## config.mk

```make
export PLATFORM = sky130hd
export DESIGN_NAME = load_return_tracker
export DESIGN_NICKNAME = d
export VERILOG_FILES = /design/src/rtl/load_return_tracker_pkg.sv /design/src/rtl/load_return_tracker_readdata.sv /design/src/rtl/load_return_tracker.sv
export SDC_FILE = /design/constraint.sdc
export NUM_CORES = 1
export LEC_CHECK = 0
export ABC_AREA = 1
export CORE_MARGIN = 2
export CORE_UTILIZATION = 50
export CTS_CLUSTER_SIZE = 30
export DETAILED_ROUTE_END_ITERATION = 8
export MAX_ROUTING_LAYER = met4
export PLACE_DENSITY = 0.71
export SYNTH_ARGS = -nofsm -noshare
export SYNTH_HDL_FRONTEND = slang
export SYNTH_SLANG_ARGS = --single-unit
```

## constraint.sdc

```tcl
create_clock -name clk -period 2.6 [get_ports clk]
set_clock_uncertainty 0.05 [all_clocks]
set_input_delay 0.26 -clock clk [delete_from_list [all_inputs] [get_ports clk]]
set_output_delay 0.26 -clock clk [all_outputs]
set_load 0.01 [all_outputs]
```

## src/rtl/load_return_tracker_pkg.sv

```systemverilog
// Shared types for the load return tracker: load op encodings, bus word and tracker entry.
// Optional feature macro used by the tracker: ADEL_CHECK_EN (misaligned-load flagging).
package load_return_tracker_pkg;

   typedef logic [31:0] word_t;

   typedef enum logic [2:0] {
      OP_NONE = 3'd0,
      OP_LW   = 3'd1,
      OP_LH   = 3'd2,
      OP_LHU  = 3'd3,
      OP_LB   = 3'd4,
      OP_LBU  = 3'd5
   } decoded_op_t;

   // Entries store the destination at this width; the tracker's DST_W must not exceed it.
   localparam int DST_MAX_W = 8;

   typedef struct packed {
      decoded_op_t            op;
      logic [1:0]             addr;
      logic [DST_MAX_W-1:0]   dst;
      word_t                  data;
      logic                   done;
      logic                   killed;
   } load_entry_t;

   function automatic logic is_misaligned(input decoded_op_t op, input logic [1:0] addr);
      logic mis;
      mis = 1'b0;
      case (op)
         OP_LW:         mis = (addr != 2'b00);
         OP_LH, OP_LHU: mis = addr[0];
         default:       mis = 1'b0;
      endcase
      return mis;
   endfunction

endpackage

```

## src/rtl/load_return_tracker_readdata.sv

```systemverilog
// Combinational load extractor: selects the addressed byte/half/word of the raw bus word
// and sign- or zero-extends it according to the load op.
module load_return_tracker_readdata
   import load_return_tracker_pkg::*;
(
   input  decoded_op_t op,
   input  logic [1:0]  addr,
   input  word_t       data,
   output word_t       result
);

   logic [15:0] half_sel;
   logic [7:0]  byte_sel;

   always_comb begin
      half_sel = addr[1] ? data[31:16] : data[15:0];
      byte_sel = data[7:0];
      case (addr)
         2'd0:    byte_sel = data[7:0];
         2'd1:    byte_sel = data[15:8];
         2'd2:    byte_sel = data[23:16];
         default: byte_sel = data[31:24];
      endcase

      result = '0;
      case (op)
         OP_LW:   result = data;
         OP_LH:   result = {{16{half_sel[15]}}, half_sel};
         OP_LHU:  result = {16'h0000, half_sel};
         OP_LB:   result = {{24{byte_sel[7]}}, byte_sel};
         OP_LBU:  result = {24'h000000, byte_sel};
         default: result = '0;
      endcase
   end

endmodule

```

## src/rtl/load_return_tracker.sv

```systemverilog
// In-order tracker for outstanding loads: records each load, captures its bus response and
// returns the extended result to writeback. Optional macro ADEL_CHECK_EN adds req_adel.
module load_return_tracker
   import load_return_tracker_pkg::*;
#(
   parameter int DEPTH = 4,
   parameter int DST_W = 5
)(
   input  logic             clk,
   input  logic             resetn,
   input  logic             req_valid,
   output logic             req_ready,
   input  decoded_op_t      req_op,
   input  logic [1:0]       req_addr,
   input  logic [DST_W-1:0] req_dst,
   input  logic             resp_valid,
   input  word_t            resp_data,
   output logic             out_valid,
   input  logic             out_ready,
   output word_t            out_data,
   output logic [DST_W-1:0] out_dst,
   input  logic             flush,
`ifdef ADEL_CHECK_EN
   output logic             req_adel,
`endif
   output logic             busy
);

   localparam int PTR_W = $clog2(DEPTH);
   localparam int CNT_W = PTR_W + 1;

   load_entry_t      entry_q [DEPTH];
   load_entry_t      entry_d [DEPTH];
   logic [PTR_W-1:0] alloc_ptr_q, alloc_ptr_d;
   logic [PTR_W-1:0] resp_ptr_q,  resp_ptr_d;
   logic [PTR_W-1:0] head_ptr_q,  head_ptr_d;
   logic [CNT_W-1:0] count_q,     count_d;
   // Allocated entries still waiting for their bus response.
   logic [CNT_W-1:0] wait_q,      wait_d;

   load_entry_t head_entry;
   word_t       head_result;
   logic        alloc_fire;
   logic        resp_fire;
   logic        pop;
   logic        misaligned;

   load_return_tracker_readdata u_readdata (
      .op     (head_entry.op),
      .addr   (head_entry.addr),
      .data   (head_entry.data),
      .result (head_result)
   );

   always_comb begin
      head_entry = entry_q[head_ptr_q];
      req_ready  = !flush && (count_q < CNT_W'(DEPTH));
`ifdef ADEL_CHECK_EN
      misaligned = is_misaligned(req_op, req_addr);
      req_adel   = req_valid && misaligned;
`else
      misaligned = 1'b0;
`endif
      alloc_fire = req_valid && req_ready && !misaligned;
      resp_fire  = resp_valid && (wait_q != '0);
      out_valid  = (count_q != '0) && head_entry.done && !head_entry.killed;
      // A killed head drains on its own without waiting for writeback.
      pop        = (count_q != '0) && head_entry.done && (head_entry.killed || out_ready);
      out_data   = out_valid ? head_result : '0;
      out_dst    = out_valid ? head_entry.dst[DST_W-1:0] : '0;
      busy       = (count_q != '0);
   end

   always_comb begin
      for (int i = 0; i < DEPTH; i++) begin
         entry_d[i] = entry_q[i];
         if (resp_fire && (resp_ptr_q == PTR_W'(i))) begin
            entry_d[i].data = resp_data;
            entry_d[i].done = 1'b1;
         end
         if (flush && (CNT_W'(PTR_W'(PTR_W'(i) - head_ptr_q)) < count_q)) begin
            entry_d[i].killed = 1'b1;
         end
         if (pop && (head_ptr_q == PTR_W'(i))) begin
            entry_d[i].done   = 1'b0;
            entry_d[i].killed = 1'b0;
         end
         if (alloc_fire && (alloc_ptr_q == PTR_W'(i))) begin
            entry_d[i].op     = req_op;
            entry_d[i].addr   = req_addr;
            entry_d[i].dst    = DST_MAX_W'(req_dst);
            entry_d[i].data   = '0;
            entry_d[i].done   = 1'b0;
            entry_d[i].killed = 1'b0;
         end
      end

      alloc_ptr_d = alloc_ptr_q + PTR_W'(alloc_fire);
      resp_ptr_d  = resp_ptr_q + PTR_W'(resp_fire);
      head_ptr_d  = head_ptr_q + PTR_W'(pop);
      count_d     = count_q + CNT_W'(alloc_fire) - CNT_W'(pop);
      wait_d      = wait_q + CNT_W'(alloc_fire) - CNT_W'(resp_fire);
   end

   always_ff @(posedge clk) begin
      if (!resetn) begin
         for (int i = 0; i < DEPTH; i++) begin
            entry_q[i] <= '0;
         end
         alloc_ptr_q <= '0;
         resp_ptr_q  <= '0;
         head_ptr_q  <= '0;
         count_q     <= '0;
         wait_q      <= '0;
      end else begin
         for (int i = 0; i < DEPTH; i++) begin
            entry_q[i] <= entry_d[i];
         end
         alloc_ptr_q <= alloc_ptr_d;
         resp_ptr_q  <= resp_ptr_d;
         head_ptr_q  <= head_ptr_d;
         count_q     <= count_d;
         wait_q      <= wait_d;
      end
   end

endmodule

```

==> reports/results.ini, run 1 <==
[grt]
grt_use_total_pct=26.4
antenna_found_initial=0
grt_pass1_vias=8132
grt_max_degree=33
gr-total-overflow=0
grt_pass1_wl_microns=42200

[yosys]
ys_warn_count=0
synth_top_cell_by_area=edfxtp_1
yosysMostFrequentCell=nand2_1
yosysUniqueCellTypes=35
synth_compound_area_share_pct=3.87
synth_flop_cell=edfxtp_1
synth_edf_count=176
yosysSeqAreaShare_pct=55.5
ys_top_cells_by_area=edfxtp_1 53%, nand2_1 12%, nor2_1 8.3%
synth_top_area_share_pct=53.1
synth-simple-area-share_pct=29.0
synth_xor_area_share_pct=0.440
avgSynthCellArea_sq_um=8.66
yosys.area_share.adder_pct=2.29
synth_common_cells=312 x nand2_1, 220 x nor2_1, 176 x edfxtp_1
synth_top_family_by_area=simple AND/OR/NAND/NOR gates
synthCells=1151
synth-seq-cells=188
syn_nets=1216
ys_async_sr_fraction_pct=0
synth.area.mux_share_pct=0
syn-cell-area_sq_um=9960

[timing]
finalHoldViolations=0
whs_ps=452
finalMaxSlewViolations=0
fmax_mhz=379
fin_ws_ps=-36.6
final.period_utilization_pct=101
finalSetupViolCount=4
grt_setup_unrepaired=yes
finalCriticalPeriod_ps=2640
worst_pin_slew_ps=484
slew_headroom_pct=67.7

[clock_tree]
cts_hold_buf=0
root_buffer=clkbuf_16
path_clk_slew_ps=70
cts_buffers=17
cts-htree-levels=4
clkLatencyLatePin_ps=430
cts.sinks=188
clock_path_buffers=2
cts_tree=yes

[setup_path]
worstSetupStartpointType=flip-flop
r2r-start=head_ptr_q[0]$_SDFF_PN0_
worstPathMaxFanout=12
worstPathArrival_ps=2330
setup.worst_path.start=head_ptr_q[0]$_SDFF_PN0_
crit_required_ps=2290
r2r_cells=15
setup.worst_path.class=reg -> out
worstSetupEndpointType=output port

[finish]
num_antenna_cells=0
stdcell_area_sq_um=13500
area_delta_synth_final_pct=35.4
layout.nets=1403
drive_gt1_share_pct=27.8

[detailed_routing]
num_vias=8691
routedWlPerCell_microns=17.9
post_drt_via_cell_ratio=5.38
drt_wl_total_microns=29000
firstDrtPassIters=8
ant_nets=0
initialDrtViolationCount=902
drcViolationCount=0

[min_path]
worstHoldPathType=reg -> reg
hold_depth=1
hp-start=wait_q[2]$_SDFF_PN0_

[die]
initial_core_util_pct=51.0
io_pins=88
dieArea_sq_um=21100
num_rows=51
die_w_microns=145
die_h_microns=145
core_region_area_sq_um=19500

[flow_run]
max_cap_violations=0

[power]
peakVddDrop_mv=0.573
power.total_mw=12.3
leakage_nw=6.11
powerDensity_nw_per_um2=914

[place]
io_buffer_count=87
dpl_cell_area_sq_um=11600
place_congestion=0.933
post-place-ws_ps=-74.7
dpl.hpwl_microns=16800

[outcome]
outcome=finished with violations
violations=negative setup slack

[routing by layer]
layer | wire [microns] | track usage, % | up-vias
met1 | 11800 | 34.3 | 4128
li1 | - | - | 4096
met2 | 14300 | 43.1 | 414
met5 | 0 | - | -
met3 | 2300 | 4.09 | 53
met4 | 533 | 8.09 | 0
[cells by family after synthesis]
kind of cell | count (synthesis)
and+or+nand+nor | 685
DFF | 188
buffers and inverters | 185
AOI/OAI and AO/OA | 71
adders and majority gates | 17
xor gates and xnor gates | 5
[power breakdown]
group | switching (mW) | total (mW) | internal [mW]
clock network | 1.16 | 2.59 | 1.43
registers | 0.189 | 3.97 | 3.78
logic | 3.34 | 5.76 | 2.42
total | 4.69 | 12.3 | 7.63
[sequential cells by signal, indices dropped and copies added (netlist names)]
signal and cells:
alloc_ptr_q 2, entry_q 176, resp_ptr_q 2, head_ptr_q 2, count_q 3, wait_q 3
[cells in the final DEF (no fill, tap or decap), types with 5 or more instances in the layout]
cell,count
a21oi_1,11
a21oi_2,21
buf_12,22
buf_2,31
buf_4,79
buf_6,22
clkbuf_16,24
clkdlybuf4s50_1,49
dfxtp_1,10
edfxtp_1,176
ha_1,15
inv_1,106
inv_2,19
inv_6,5
nand2_1,269
nand2_2,33
nand2_4,18
nand2_8,7
nand3_1,84
nand3_2,31
nand3_4,5
nor2_1,213
nor2_2,5
nor2_4,6
nor3_1,8
o21ai_0,16
o21ai_1,6
o21ai_2,9
[critical path, stage by stage (launching register included)]
cell and delay (ps):
dfxtp_4 460, buf_4 160, buf_4 160, clkbuf_16 180
nand2_1 60, nand3_1 90, nand2_2 110, nor3_1 310
o21ai_2 100, a21oi_1 120, buf_2 140
[path summary, 6_finish.rpt]
check | end | slack, ps
setup reg to reg | count_q[2]$_SDFF_PN0_ | 90
hold reg to reg | wait_q[2]$_SDFF_PN0_ | 450
hold / removal | wait_q[2]$_SDFF_PN0_ | 450
setup / recovery | out_data[2] | -40
[layout make-up]
cell class / instances / area, sq um
timing repair inverter: 1 / 8.76
clock buffer: 17 / 425
multi-input combinational: 782 / 4250
tap: 265 / 332
clock inverter: 15 / 163
inverter: 130 / 519
fill: 1435 / 6040
sequential: 188 / 5530
timing repair buffer: 218 / 2260
[per-stage QoR]
step	util (%)	instances	setup TNS [ps]
after global placement	59.2	1525	-42.2
after CTS	64.1	1579	-143
after global routing	69.1	1616	-2510
after floorplan	-	1151	0
after detailed placement	59.2	1525	-1260
final	69.1	1616	-62.2
[timing repair]
action | in CTS | in global routing
setup buffers | 16 | 29
gates resized for setup | 151 | 226
cloned | 6 | 9
endpoints found under the setup margin | 38 | 40
pin swaps | 11 | 71
Power figures use the tool's default switching activity.
==> inputs of run 2 (changes only) <==
CTS_CLUSTER_SIZE = 8   (was 30)
TNS_END_PERCENT = 20   (was not set)
==> run 2 against run 1 <==
Against the previous run: the run still ends with negative setup slack left; sequential power about the same; clock power about the same; die area unchanged; setup slack better by 7.4 ps; cell area down 5.3%; non-clock buffer count down 30; worst hold slack about the same.
==> reports/results.ini, run 2 (synthesis results as in run 1) <==
[outcome]
outcome=finished with violations  ; unchanged
violations=negative setup slack  ; unchanged

[clock_tree]
clock_path_buffers=2  ; unchanged
cts_buffers=17  ; unchanged
cts_tree=yes  ; unchanged
cts.sinks=188  ; unchanged
cts_hold_buf=0  ; unchanged
cts-htree-levels=4  ; unchanged
path_clk_slew_ps=70  ; about the same
clkLatencyLatePin_ps=430  ; about the same
root_buffer=clkbuf_16  ; unchanged

[finish]
stdcell_area_sq_um=12800  ; was 13,500 sq um
largest-register=entry_q  ; unchanged
num_antenna_cells=0  ; unchanged
layout_commonest_cell=nand2_1  ; unchanged
largest_reg_flops=176  ; unchanged
final_cells=1584  ; was 1,616
layout_common_cells=285 x nand2_1, 219 x nor2_1, 176 x edfxtp_1  ; was 269 x nand2_1, 213 x nor2_1, 176 x edfxtp_1
area_delta_synth_final_pct=28.3  ; was 35.4%
layout.nets=1371  ; was 1,403
top_regs=entry_q (176), count_q (3), wait_q (3)  ; unchanged
drive_gt1_share_pct=21.7  ; was 27.8%

[setup_path]
setup.worst_path.class=reg -> out  ; unchanged
worstSetupStartpointType=flip-flop  ; unchanged
crit_required_ps=2290  ; about the same
r2r_slack_ps=90  ; about the same
worstPathArrival_ps=2320  ; was 2330 ps
worstSetupEndpointType=output port  ; unchanged
worstPathMaxFanout=8  ; was 12

[place]
post-place-ws_ps=-74.7  ; unchanged
place_congestion=0.933  ; unchanged
dpl_cell_area_sq_um=11600  ; unchanged
dpl.cell_count=1525  ; unchanged
io_buffer_count=87  ; unchanged
dpl.hpwl_microns=16800  ; unchanged

[detailed_routing]
firstDrtPassIters=5  ; was 8
post_drt_via_cell_ratio=5.32  ; was 5.38
drt_wl_total_microns=27300  ; was 29,000 microns
drcViolationCount=0  ; unchanged
num_vias=8424  ; was 8,691
initialDrtViolationCount=736  ; was 902
routedWlPerCell_microns=17.2  ; was 17.9 microns
ant_nets=0  ; unchanged

[die]
dieArea_sq_um=21100  ; unchanged
core_region_area_sq_um=19500  ; unchanged
initial_core_util_pct=51.0  ; unchanged
die_w_microns=145  ; unchanged
die_h_microns=145  ; unchanged
num_rows=51  ; unchanged
io_pins=88  ; unchanged

[flow_run]
max_cap_violations=0  ; unchanged

[grt]
grt_pass1_wl_microns=42000  ; was 42,200 microns
gr-total-overflow=0  ; unchanged
grt_use_total_pct=26.3  ; was 26.4%
use_met3_pct=3.99  ; was 4.09%
grt_util_met1_pct=34.4  ; was 34.3%
antenna_found_initial=0  ; unchanged
grt_max_degree=33  ; unchanged
grt_pass1_vias=8103  ; was 8,132
top_usage_layer=met2  ; unchanged
met2_usage_pct=42.7  ; was 43.1%

[timing]
fmax_mhz=380  ; was 379 MHz
final.period_utilization_pct=101  ; about the same
finalMaxSlewViolations=0  ; unchanged
finalHoldViolations=0  ; unchanged
finalSetupViolCount=4  ; unchanged
grt_setup_unrepaired=yes  ; unchanged
fin_ws_ps=-29.2  ; was -36.6 ps
worst_pin_slew_ps=492  ; was 484 ps
slew_headroom_pct=67.1  ; was 67.7%
finalCriticalPeriod_ps=2630  ; was 2640 ps

[min_path]
worstHoldPathType=reg -> reg  ; unchanged

[power]
peakVddDrop_mv=0.576  ; was 0.573 mV
leakage_nw=5.88  ; was 6.11 nW
powerDensity_nw_per_um2=888  ; was 914 nW/um^2

==> run 2: cell count changes in the layout (fill, tap and decap cells not counted), moves of 5 or more <==
cell and delta:
nand3_1 +5, buf_6 -10, nand2_2 -8, a21oi_1 +11, buf_4 -13, inv_2 -9, o21ai_0 +6, inv_1 +9
a21oi_2 -9, nand2_4 -6, nor2_1 +6, nand2_1 +16
==> run 2: through the flow <==
stage               power, mW  setup TNS, ps  utilization, %  hold WS, ps
detailed placement       7.85          -1260            59.2          394
global route             11.9          -2350            65.5          476
CTS                      10.8          -1320            63.6          406
finish                   11.3          -63.7            65.5          452
global placement         7.78          -42.2            59.2          383
floorplan                6.42              0               -          373
==> run 2: per-layer routing <==
layer	share of wire, %	up-vias	wire, microns
met4	1.7	0	468
met2	49	368	13400
met3	7.3	48	1990
li1	-	4024	-
met5	0	-	0
met1	42	3984	11500
==> run 2: where the power goes <==
group / switching, mW / internal [mW]
registers: 0.179 / 3.78
logic: 2.88 / 1.91
clock network: 1.16 / 1.43
total: 4.22 / 7.13
==> run 2: what timing repair did <==
item                                    4_1_cts  5_1_grt
endpoints found under the setup margin       38       40
buffers inserted                             12        5
gates cloned                                  6        5
resized for setup                           137      131
pin swaps                                    10       22
==> run 2: critical path: stages, from the launching register on <==
cell,delay (ps)
dfxtp_4,430
buf_8,170
buf_6,140
nand2_4,60
nand2_1,80
nand2_2,70
nand2_4,130
nand2_4,70
buf_6,130
nand3_4,130
clkbuf_16,180
nand3_2,60
nand2_1,60
inv_1,40
buf_2,130
==> run 2: worst paths after layout <==
| check | from | endpoint | cells after the start |
|---|---|---|---|
| worst max-delay path | head_ptr_q[0]$_SDFF_PN0_ | out_data[18] | 14 |
| worst min-delay path | wait_q[2]$_SDFF_PN0_ | wait_q[2]$_SDFF_PN0_ | 1 |
| worst max register to register | head_ptr_q[0]$_SDFF_PN0_ | count_q[2]$_SDFF_PN0_ | 13 |
| worst min register to register | wait_q[2]$_SDFF_PN0_ | wait_q[2]$_SDFF_PN0_ | 1 |
==> run 2: layout make-up <==
| type | instances | area (sq um) |
|---|---|---|
| Timing Repair Buffer | 188 | 1880 |
| Sequential cell | 188 | 5530 |
| Fill cell | 1556 | 6750 |
| Tap cell | 265 | 332 |
| Inverter | 130 | 513 |
| Clock buffer | 17 | 425 |
| Clock inverter | 15 | 163 |
| Multi-Input combinational cell | 781 | 3930 |
